===== src/rtl/cnn_frame_loader_if.sv =====
// Host-facing channels of cnn_frame_loader: the image word stream and the result channel.
interface cnn_frame_loader_if;
  logic        s_valid;
  logic        s_ready;
  logic [31:0] s_data;
  logic        mode_in;
  logic        res_valid;
  logic        res_ready;
  logic [7:0]  res_data;

  modport master (output s_valid, s_data, mode_in, res_ready,
                  input  s_ready, res_valid, res_data);
  modport slave  (input  s_valid, s_data, mode_in, res_ready,
                  output s_ready, res_valid, res_data);
endinterface


===== src/rtl/cnn_frame_loader.sv =====
// Streams one image into the IF1 BRAM, pulses the CNN start, and returns its result.
// Define LOADER_READBACK_EN to re-read the frame and compare word sums before start.
module cnn_frame_loader #(
  parameter int unsigned IMG_WORDS   = 256,
  parameter logic [31:0] BASE_ADDR   = 32'h0,
  parameter int unsigned TIMEOUT_CYC = 1000000
) (
  input  logic              clk,
  input  logic              rst,
  cnn_frame_loader_if.slave io,
  output logic              cnn_start,
  output logic              cnn_mode,
  input  logic              cnn_done,
  input  logic [7:0]        cnn_result,
  output logic [31:0]       BRAM_IF1_ADDR,
  output logic [3:0]        BRAM_IF1_WE,
  output logic              BRAM_IF1_EN,
  output logic [31:0]       BRAM_IF1_DIN,
  input  logic [31:0]       BRAM_IF1_DOUT,
  output logic              busy,
  output logic              timeout,
  output logic              load_err
);
  localparam int IW = $clog2(IMG_WORDS + 1);

  typedef enum logic [2:0] {IDLE, LOAD, FLUSH, VERIFY, START, RUN, REPORT} state_t;
  state_t state, state_n;

  logic [IW-1:0] idx;
  logic [31:0]   wd;
  logic          done_q;
  logic          hs_in, accept, res_hs;

  assign hs_in  = io.s_valid && io.s_ready;
  assign accept = cnn_done && !done_q;
  assign res_hs = io.res_valid && io.res_ready;
  assign busy   = (state != IDLE);

`ifdef LOADER_READBACK_EN
  logic [31:0]   wr_sum, rb_sum;
  logic [IW-1:0] rd_idx, rd_cnt;
  logic          rd_vld, rb_last, rb_ok;
  assign rb_last = rd_vld && (rd_cnt == IW'(IMG_WORDS - 1));
  assign rb_ok   = (rb_sum + BRAM_IF1_DOUT) == wr_sum;
`else
  logic unused_dout;
  assign unused_dout = ^BRAM_IF1_DOUT;
  assign load_err    = 1'b0;
`endif

  always_ff @(posedge clk) begin
    if (rst) state <= IDLE;
    else     state <= state_n;
  end

  always_comb begin
    state_n = state;
    case (state)
      IDLE:   if (hs_in) begin
                if (IMG_WORDS == 1) state_n = FLUSH;
                else                state_n = LOAD;
              end
      LOAD:   if (hs_in && idx == IW'(IMG_WORDS - 1)) state_n = FLUSH;
`ifdef LOADER_READBACK_EN
      FLUSH:  state_n = VERIFY;
      VERIFY: if (rb_last) state_n = rb_ok ? START : REPORT;
`else
      FLUSH:  state_n = START;
`endif
      START:  state_n = RUN;
      RUN:    if (accept || wd == 32'(TIMEOUT_CYC - 1)) state_n = REPORT;
      REPORT: if (res_hs) state_n = IDLE;
      default: state_n = IDLE;
    endcase
  end

  always_ff @(posedge clk) begin
    if (rst) begin
      idx           <= '0;
      wd            <= 32'd0;
      done_q        <= 1'b0;
      cnn_mode      <= 1'b0;
      cnn_start     <= 1'b0;
      io.s_ready    <= 1'b0;
      io.res_valid  <= 1'b0;
      io.res_data   <= 8'h00;
      timeout       <= 1'b0;
      BRAM_IF1_EN   <= 1'b0;
      BRAM_IF1_WE   <= 4'h0;
      BRAM_IF1_ADDR <= 32'h0;
      BRAM_IF1_DIN  <= 32'h0;
`ifdef LOADER_READBACK_EN
      load_err      <= 1'b0;
      wr_sum        <= 32'h0;
      rb_sum        <= 32'h0;
      rd_idx        <= '0;
      rd_cnt        <= '0;
      rd_vld        <= 1'b0;
`endif
    end else begin
      done_q     <= cnn_done;
      io.s_ready <= (state_n == IDLE) || (state_n == LOAD);
      cnn_start  <= (state_n == START);
      BRAM_IF1_EN <= 1'b0;
      BRAM_IF1_WE <= 4'h0;

      // Every accepted word becomes a write on the following cycle.
      if (hs_in) begin
        BRAM_IF1_EN   <= 1'b1;
        BRAM_IF1_WE   <= 4'hF;
        BRAM_IF1_ADDR <= BASE_ADDR + (32'(idx) << 2);
        BRAM_IF1_DIN  <= io.s_data;
        idx           <= idx + IW'(1);
        if (state == IDLE) begin
          cnn_mode <= io.mode_in;
          timeout  <= 1'b0;
        end
      end
      if (state_n == FLUSH) idx <= '0;

      wd <= (state == RUN) ? wd + 32'd1 : 32'd0;
      if (state == RUN && state_n == REPORT) begin
        io.res_valid <= 1'b1;
        if (accept) io.res_data <= cnn_result;
        else begin
          io.res_data <= 8'hFE;
          timeout     <= 1'b1;
        end
      end
      if (res_hs) io.res_valid <= 1'b0;

`ifdef LOADER_READBACK_EN
      // DOUT arrives one cycle after each read, so track which cycles issued reads.
      rd_vld <= BRAM_IF1_EN && (BRAM_IF1_WE == 4'h0);
      if (hs_in) wr_sum <= (state == IDLE) ? io.s_data : wr_sum + io.s_data;
      if (hs_in && state == IDLE) load_err <= 1'b0;
      if (state == FLUSH) begin
        BRAM_IF1_EN   <= 1'b1;
        BRAM_IF1_ADDR <= BASE_ADDR;
        rd_idx        <= IW'(1);
        rd_cnt        <= '0;
        rb_sum        <= 32'h0;
      end
      if (state == VERIFY) begin
        if (rd_idx < IW'(IMG_WORDS)) begin
          BRAM_IF1_EN   <= 1'b1;
          BRAM_IF1_ADDR <= BASE_ADDR + (32'(rd_idx) << 2);
          rd_idx        <= rd_idx + IW'(1);
        end
        if (rd_vld) begin
          rb_sum <= rb_sum + BRAM_IF1_DOUT;
          rd_cnt <= rd_cnt + IW'(1);
        end
        if (state_n == REPORT) begin
          load_err     <= 1'b1;
          io.res_valid <= 1'b1;
          io.res_data  <= 8'hFD;
        end
      end
`endif
    end
  end
endmodule


===== src/flat_wrapper.sv =====
// flat-port wrapper written by rule: the top's interface ports become plain ports
module cnn_frame_loader_flat 
#(
  parameter int unsigned IMG_WORDS   = 256,
  parameter logic [31:0] BASE_ADDR   = 32'h0,
  parameter int unsigned TIMEOUT_CYC = 1000000
)
  (clk, rst, cnn_start, cnn_mode, cnn_done, cnn_result, BRAM_IF1_ADDR, BRAM_IF1_WE, BRAM_IF1_EN, BRAM_IF1_DIN, BRAM_IF1_DOUT, busy, timeout, load_err, io_s_valid, io_s_data, io_mode_in, io_res_ready, io_s_ready, io_res_valid, io_res_data);
  cnn_frame_loader_if io_i ();
  input  logic clk;
  input  logic rst;
  output logic cnn_start;
  output logic cnn_mode;
  input  logic cnn_done;
  input  logic [7:0] cnn_result;
  output logic [31:0] BRAM_IF1_ADDR;
  output logic [3:0] BRAM_IF1_WE;
  output logic BRAM_IF1_EN;
  output logic [31:0] BRAM_IF1_DIN;
  input  logic [31:0] BRAM_IF1_DOUT;
  output logic busy;
  output logic timeout;
  output logic load_err;
  input wire logic [$bits(io_i.s_valid)-1:0] io_s_valid;
  input wire logic [$bits(io_i.s_data)-1:0] io_s_data;
  input wire logic [$bits(io_i.mode_in)-1:0] io_mode_in;
  input wire logic [$bits(io_i.res_ready)-1:0] io_res_ready;
  output wire logic [$bits(io_i.s_ready)-1:0] io_s_ready;
  output wire logic [$bits(io_i.res_valid)-1:0] io_res_valid;
  output wire logic [$bits(io_i.res_data)-1:0] io_res_data;
  assign io_i.s_valid = io_s_valid;
  assign io_i.s_data = io_s_data;
  assign io_i.mode_in = io_mode_in;
  assign io_i.res_ready = io_res_ready;
  assign io_s_ready = io_i.s_ready;
  assign io_res_valid = io_i.res_valid;
  assign io_res_data = io_i.res_data;
  cnn_frame_loader #(.IMG_WORDS(IMG_WORDS), .BASE_ADDR(BASE_ADDR), .TIMEOUT_CYC(TIMEOUT_CYC)) u_core (.clk(clk), .rst(rst), .io(io_i), .cnn_start(cnn_start), .cnn_mode(cnn_mode), .cnn_done(cnn_done), .cnn_result(cnn_result), .BRAM_IF1_ADDR(BRAM_IF1_ADDR), .BRAM_IF1_WE(BRAM_IF1_WE), .BRAM_IF1_EN(BRAM_IF1_EN), .BRAM_IF1_DIN(BRAM_IF1_DIN), .BRAM_IF1_DOUT(BRAM_IF1_DOUT), .busy(busy), .timeout(timeout), .load_err(load_err));
endmodule

===== config.mk =====
export PLATFORM = sky130hd
export DESIGN_NAME = cnn_frame_loader_flat
export DESIGN_NICKNAME = d
export VERILOG_FILES = /design/src/rtl/cnn_frame_loader_if.sv /design/src/rtl/cnn_frame_loader.sv /design/src/flat_wrapper.sv
export SDC_FILE = /design/constraint.sdc
export NUM_CORES = 1
export LEC_CHECK = 0
export ABC_AREA = 0
export BUFFER_PORTS_ARGS = -buffer_cell sky130_fd_sc_hd__buf_2
export CORE_AREA = 4 4 129 131
export DETAILED_ROUTE_END_ITERATION = 10
export DIE_AREA = 0 0 133 135
export GPL_ROUTABILITY_DRIVEN = 0
export SLEW_MARGIN = 10
export SYNTH_ARGS = -nofsm -noshare
export SYNTH_HDL_FRONTEND = slang
export SYNTH_SLANG_ARGS = --single-unit

===== constraint.sdc =====
create_clock -name clk -period 2.8 [get_ports clk]
set_input_delay 0.28 -clock clk [delete_from_list [all_inputs] [get_ports clk]]
set_output_delay 0.28 -clock clk [all_outputs]
set_load 0.05 [all_outputs]

# Word-level counts from Yosys, hierarchy flattened
# Cells that the tools add are included.
# word_totals
regBits	104
latch_bits	0
mem_bits_rw	0
mem_bits_ro	0
inputBits	78
output_inout_bits	84
elab_cells	55
n_memories	0
# op_classes
n_addsub	2
mul	0
n_div	0
order_cmp	0
eq_ne	11
n_shift	0
mux	12
bitwise	1
reduce_logical	15
# ops
operator	count
32-bit by 1-bit adder with 32-bit output, second input constant	1
32-bit by 20-bit equality test with 1-bit output, second input constant	1
3-bit case mux with 6 select lines	1
3-bit equality test, second input constant	5
3-bit 2-to-1 mux	4
9-bit by 1-bit adder with 9-bit output, second input constant	1
9-bit by 8-bit equality test with 1-bit output, second input constant	1
8-bit 2-to-1 mux	1
3-bit by 1-bit equality test with 1-bit output, second input constant	2
3-bit by 2-bit equality test with 1-bit output, second input constant	2
3-bit zero test	2
2-bit OR reduction	3
1-bit logical AND	5
1-bit 2-to-1 mux	5
4-bit 2-to-1 mux	1
3-bit nonzero test	1
1-bit logical OR	2
2-bit AND reduction	1
1-bit zero test	1
1-bit NOT	1

# Depth between registers and ports, before layout
# depth
ltp_word	8
mapped_depth	8
mapped_depth_nobuf	7

# Worst setup path after synthesis
# Ideal clock, no wire load.
# synth_timing
kind	register -> register
startpoint	reg u_core.idx[0]
endpoint	reg u_core.idx[8]
setup_ns	0.086
arrival_ns	1.881
t_required_ns	2.714
path_slack_ns	0.833
stages_incl_launch_ff	9
n_path_buf	1
synth_period_minus_slack_ns	1.967
path_cell_list	dfxtp_1 ha_1 and4_1 ha_1 and3_1 and3_1 or2_2 clkbuf_1 a211oi_1
# synth_via
elab_chain_len	6
word_cells_on_any_way	7
classes_between	add/sub: 1; eq/ne: 2; mux: 2; reduce/logical: 2
# synth_lines
item	line	rtl
from (decl)	cnn_frame_loader.sv:29	logic [IW-1:0] idx;
from (signal assigned)	cnn_frame_loader.sv:113	idx <= idx + IW'(1);
9-bit by 8-bit equality test with 1-bit output	cnn_frame_loader.sv:63	LOAD: if (hs_in && idx == IW'(IMG_WORDS - 1)) state_n = FLUSH;
1-bit logical AND	cnn_frame_loader.sv:63	
3-bit 2-to-1 mux	cnn_frame_loader.sv:63	
3-bit case mux with 6 select lines	cnn_frame_loader.sv:58	case (state)
3-bit by 2-bit equality test with 1-bit output	cnn_frame_loader.sv:119	if (state_n == FLUSH) idx <= '0;
2-bit OR reduction (no line)	--	
# Several ways; a longest one is shown, not always the timed one.
# A chain may end at the register's enable or synchronous reset.

# Worst setup path in the final report
# Ends and elaborated chain as after synthesis.

==> flow_summary.toml <==
[setup_path]
path_max_fanout = 10
cp-end-kind = "flop"
cp.required_ns = 3.07
cpPeakStageDelay_ns = 0.38
worstPathCellList = "ha_1, and4_1, ha_1, and3_1, and3_1, or2_2, a211oi_1"
cp.arrival_ns = 2.30
crit_path_top_delay_cell = "or2_2"
critPathKind = "flop to flop"
ff2ff_path_depth = 7
regToRegSetupSlack_ns = 0.76
cp-start-kind = "flop"

[floorplanning]
die_h_um = 135
rows = 46
start_util = 0.282
die_x_um = 133
coreArea_mm2 = 0.0156
io-pin-count = 162
die_area_mm2 = 0.0180

[clock_network]
clock-sinks = 100
cts_setup_buffers = 0
htreeDepth = 3
cts_resized = 0
numCtsBuffers = 9
cts.clk_slew.worst_paths_ns = 0.07
cts.path.max_buffers = 2
cts_tree = "yes"
ctsRootBufferMaster = "clkbuf_16"
ctsHoldBuffers = 0
insertion_delay_ns = 0.35

[sta]
min_period_over_period = 0.727
fin_skew_ns = 0.0113
worst_slack_ns = 0.764
timing.fmax_mhz = 491
rsz0062_at_grt = "false"
setup_viol = 0
finalMaxSlewViolations = 0
worstMarginPinSlew_ns = 0.785
fin_tns_setup_ns = 0
hold_viol = 0
finalCriticalPeriod_ns = 2.04
relSlewSlack = 0.477

[pwr]
vdd_ir_drop_max_mv = 0.288
power_density_mw_per_mm2 = 573
leakagePower_uw = 0.00206
power_uw = 3000

[hold_path]
hold_class = "primary input to flop"
min_path_cells = 2

[grt]
antenna_found_initial = 0
track_usage = 0.107
grt_util_met1 = 0.138
grt_util_met2 = 0.170
overflow = 0
grt_max_degree = 44
grt_pass1_wl_um = 15900
grt-busiest-layer = "met2"
met3_usage = 0.0376
grt_pass1_vias = 3363

[place]
place_ws_ns = 0.755
dp_hpwl_um = 6850
dp_cells = 803
port_buffers = 105

[cells_and_area]
fin_cells = 819
final_cell_mix = "buf_2 (105), dfxtp_1 (100), nand2_1 (99)"
fin_util = 0.335
layout.nets = 679
n_antenna_cell = 0
n_fill_cell = 1659
layout_commonest_cell = "buf_2"
multi_input_comb_area_mm2 = 0.00209
ff_latch_area_mm2 = 0.00200
drive_gt1_frac = 0.245
area_delta_synth_final_pct = 18.9

[detailed_routing]
drcViolationCount = 0
dr.pass1.iters = 4
detail-route-antenna-nets = 0
num_vias = 3671
viasPerCell = 4.48
wl_um = 9800
wl_per_cell_um = 12.0
first_iter_violations = 188

[yosys]
ys_warn_count = 0
synthAdderAreaFrac = 0.00853
synthCells = 513
synth_top_family_by_area = "simple AND/OR/NAND/NOR gates"
netlist_area_mm2 = 0.00440
synth_edf_count = 0
synthArstFlopShare = 0
ys.flop_type = "dfxtp_1"
ys_ff_latch = 100
ys_top_cells_by_area = "dfxtp_1 (45%), nand2_1 (8.4%), a21oi_1 (6.8%)"
synth_cell_types = 53
synth_mux_area_frac = 0.00455
yosys.area_share.simple = 0.265
synth_xor_area_frac = 0.0378
ys_seq_area_frac = 0.455
syn_avg_cell_area_um2 = 8.58
synth_top_area_cell = "dfxtp_1"
synth_compound_area_frac = 0.140
synth_top_area_share = 0.455

[status]
status = "completed"

[flow_run]
maxCapViolations = 0
==> sequential cells by signal (all words and copies together) (netlist names), 3 cells and up <==
signal and flops:
u_core.BRAM_IF1_DIN 32, u_core.wd 32, u_core.BRAM_IF1_ADDR 9, u_core.idx 9, u_core.io.res_data 8, u_core.state 3
==> Yosys cell counts, types with 5 or more instances <==
cell / number
clkbuf_1: 21
or4_1: 11
nand3_1: 10
nand4_1: 14
o21ai_0: 5
a211oi_2: 7
and2_1: 8
nor2_1: 43
and3_1: 5
a21oi_1: 60
buf_4: 29
xor2_1: 17
dfxtp_1: 100
o31ai_1: 13
or3_1: 7
nand2_1: 99
==> per-layer routing <==
metal | share of wire | vias up
met5 | 0 | -
met4 | 0.011 | 0
met3 | 0.063 | 8
met2 | 0.45 | 95
met1 | 0.47 | 1676
li1 | - | 1892
==> final cells by class <==
type                    instances  share of cell area
well taps                     216              0.0516
clock buffers                  10              0.0457
flip-flops and latches        100               0.383
multi-input cells             374               0.400
repair buffers                109               0.106
clock inverters                 6              0.0108
inverters                       4             0.00287
==> kinds of logic after synthesis <==
logic type,after synthesis
and+or+nand+nor,229
DFF,100
AOI/OAI and AO/OA,97
buffers and inverters,62
xor gates and xnor gates,19
adders and majority gates,3
muxes,2
other,1
==> final timing paths <==
check	startpoint	to
worst max-delay path	u_core.idx[0]$_SDFFE_PP0P_	u_core.idx[8]$_SDFFE_PP0P_
worst min-delay path	cnn_done	u_core.done_q$_SDFF_PP0_
worst max register to register	u_core.idx[0]$_SDFFE_PP0P_	u_core.idx[8]$_SDFFE_PP0P_
worst min register to register	u_core.BRAM_IF1_DIN[12]$_SDFFE_PP0P_	u_core.BRAM_IF1_DIN[12]$_SDFFE_PP0P_
==> through the flow <==
step	cell area (um^2)	hold WS (ns)
finish	5230	0.160
global route	5230	0.155
CTS	5230	0.148
detailed placement	4940	0.436
global placement	4940	0.425
floorplan	4490	0.372
==> critical path, delay by kind of cell (launching register included) <==
family	cells	cell delay, ns
AOI/OAI and AO/OA	1	0.22
and+or+nand+nor	4	0.97
DFF	1	0.34
adders and majority gates	2	0.42
==> report_power, final <==
| part | switching, uW | internal (uW) | total (uW) |
|---|---|---|---|
| Combinational | 250 | 66.9 | 317 |
| Clock | 567 | 646 | 1210 |
| Sequential | 15.3 | 1450 | 1470 |
| Total | 833 | 2160 | 3000 |
Note: power is estimated with default switching activity, not from simulation.
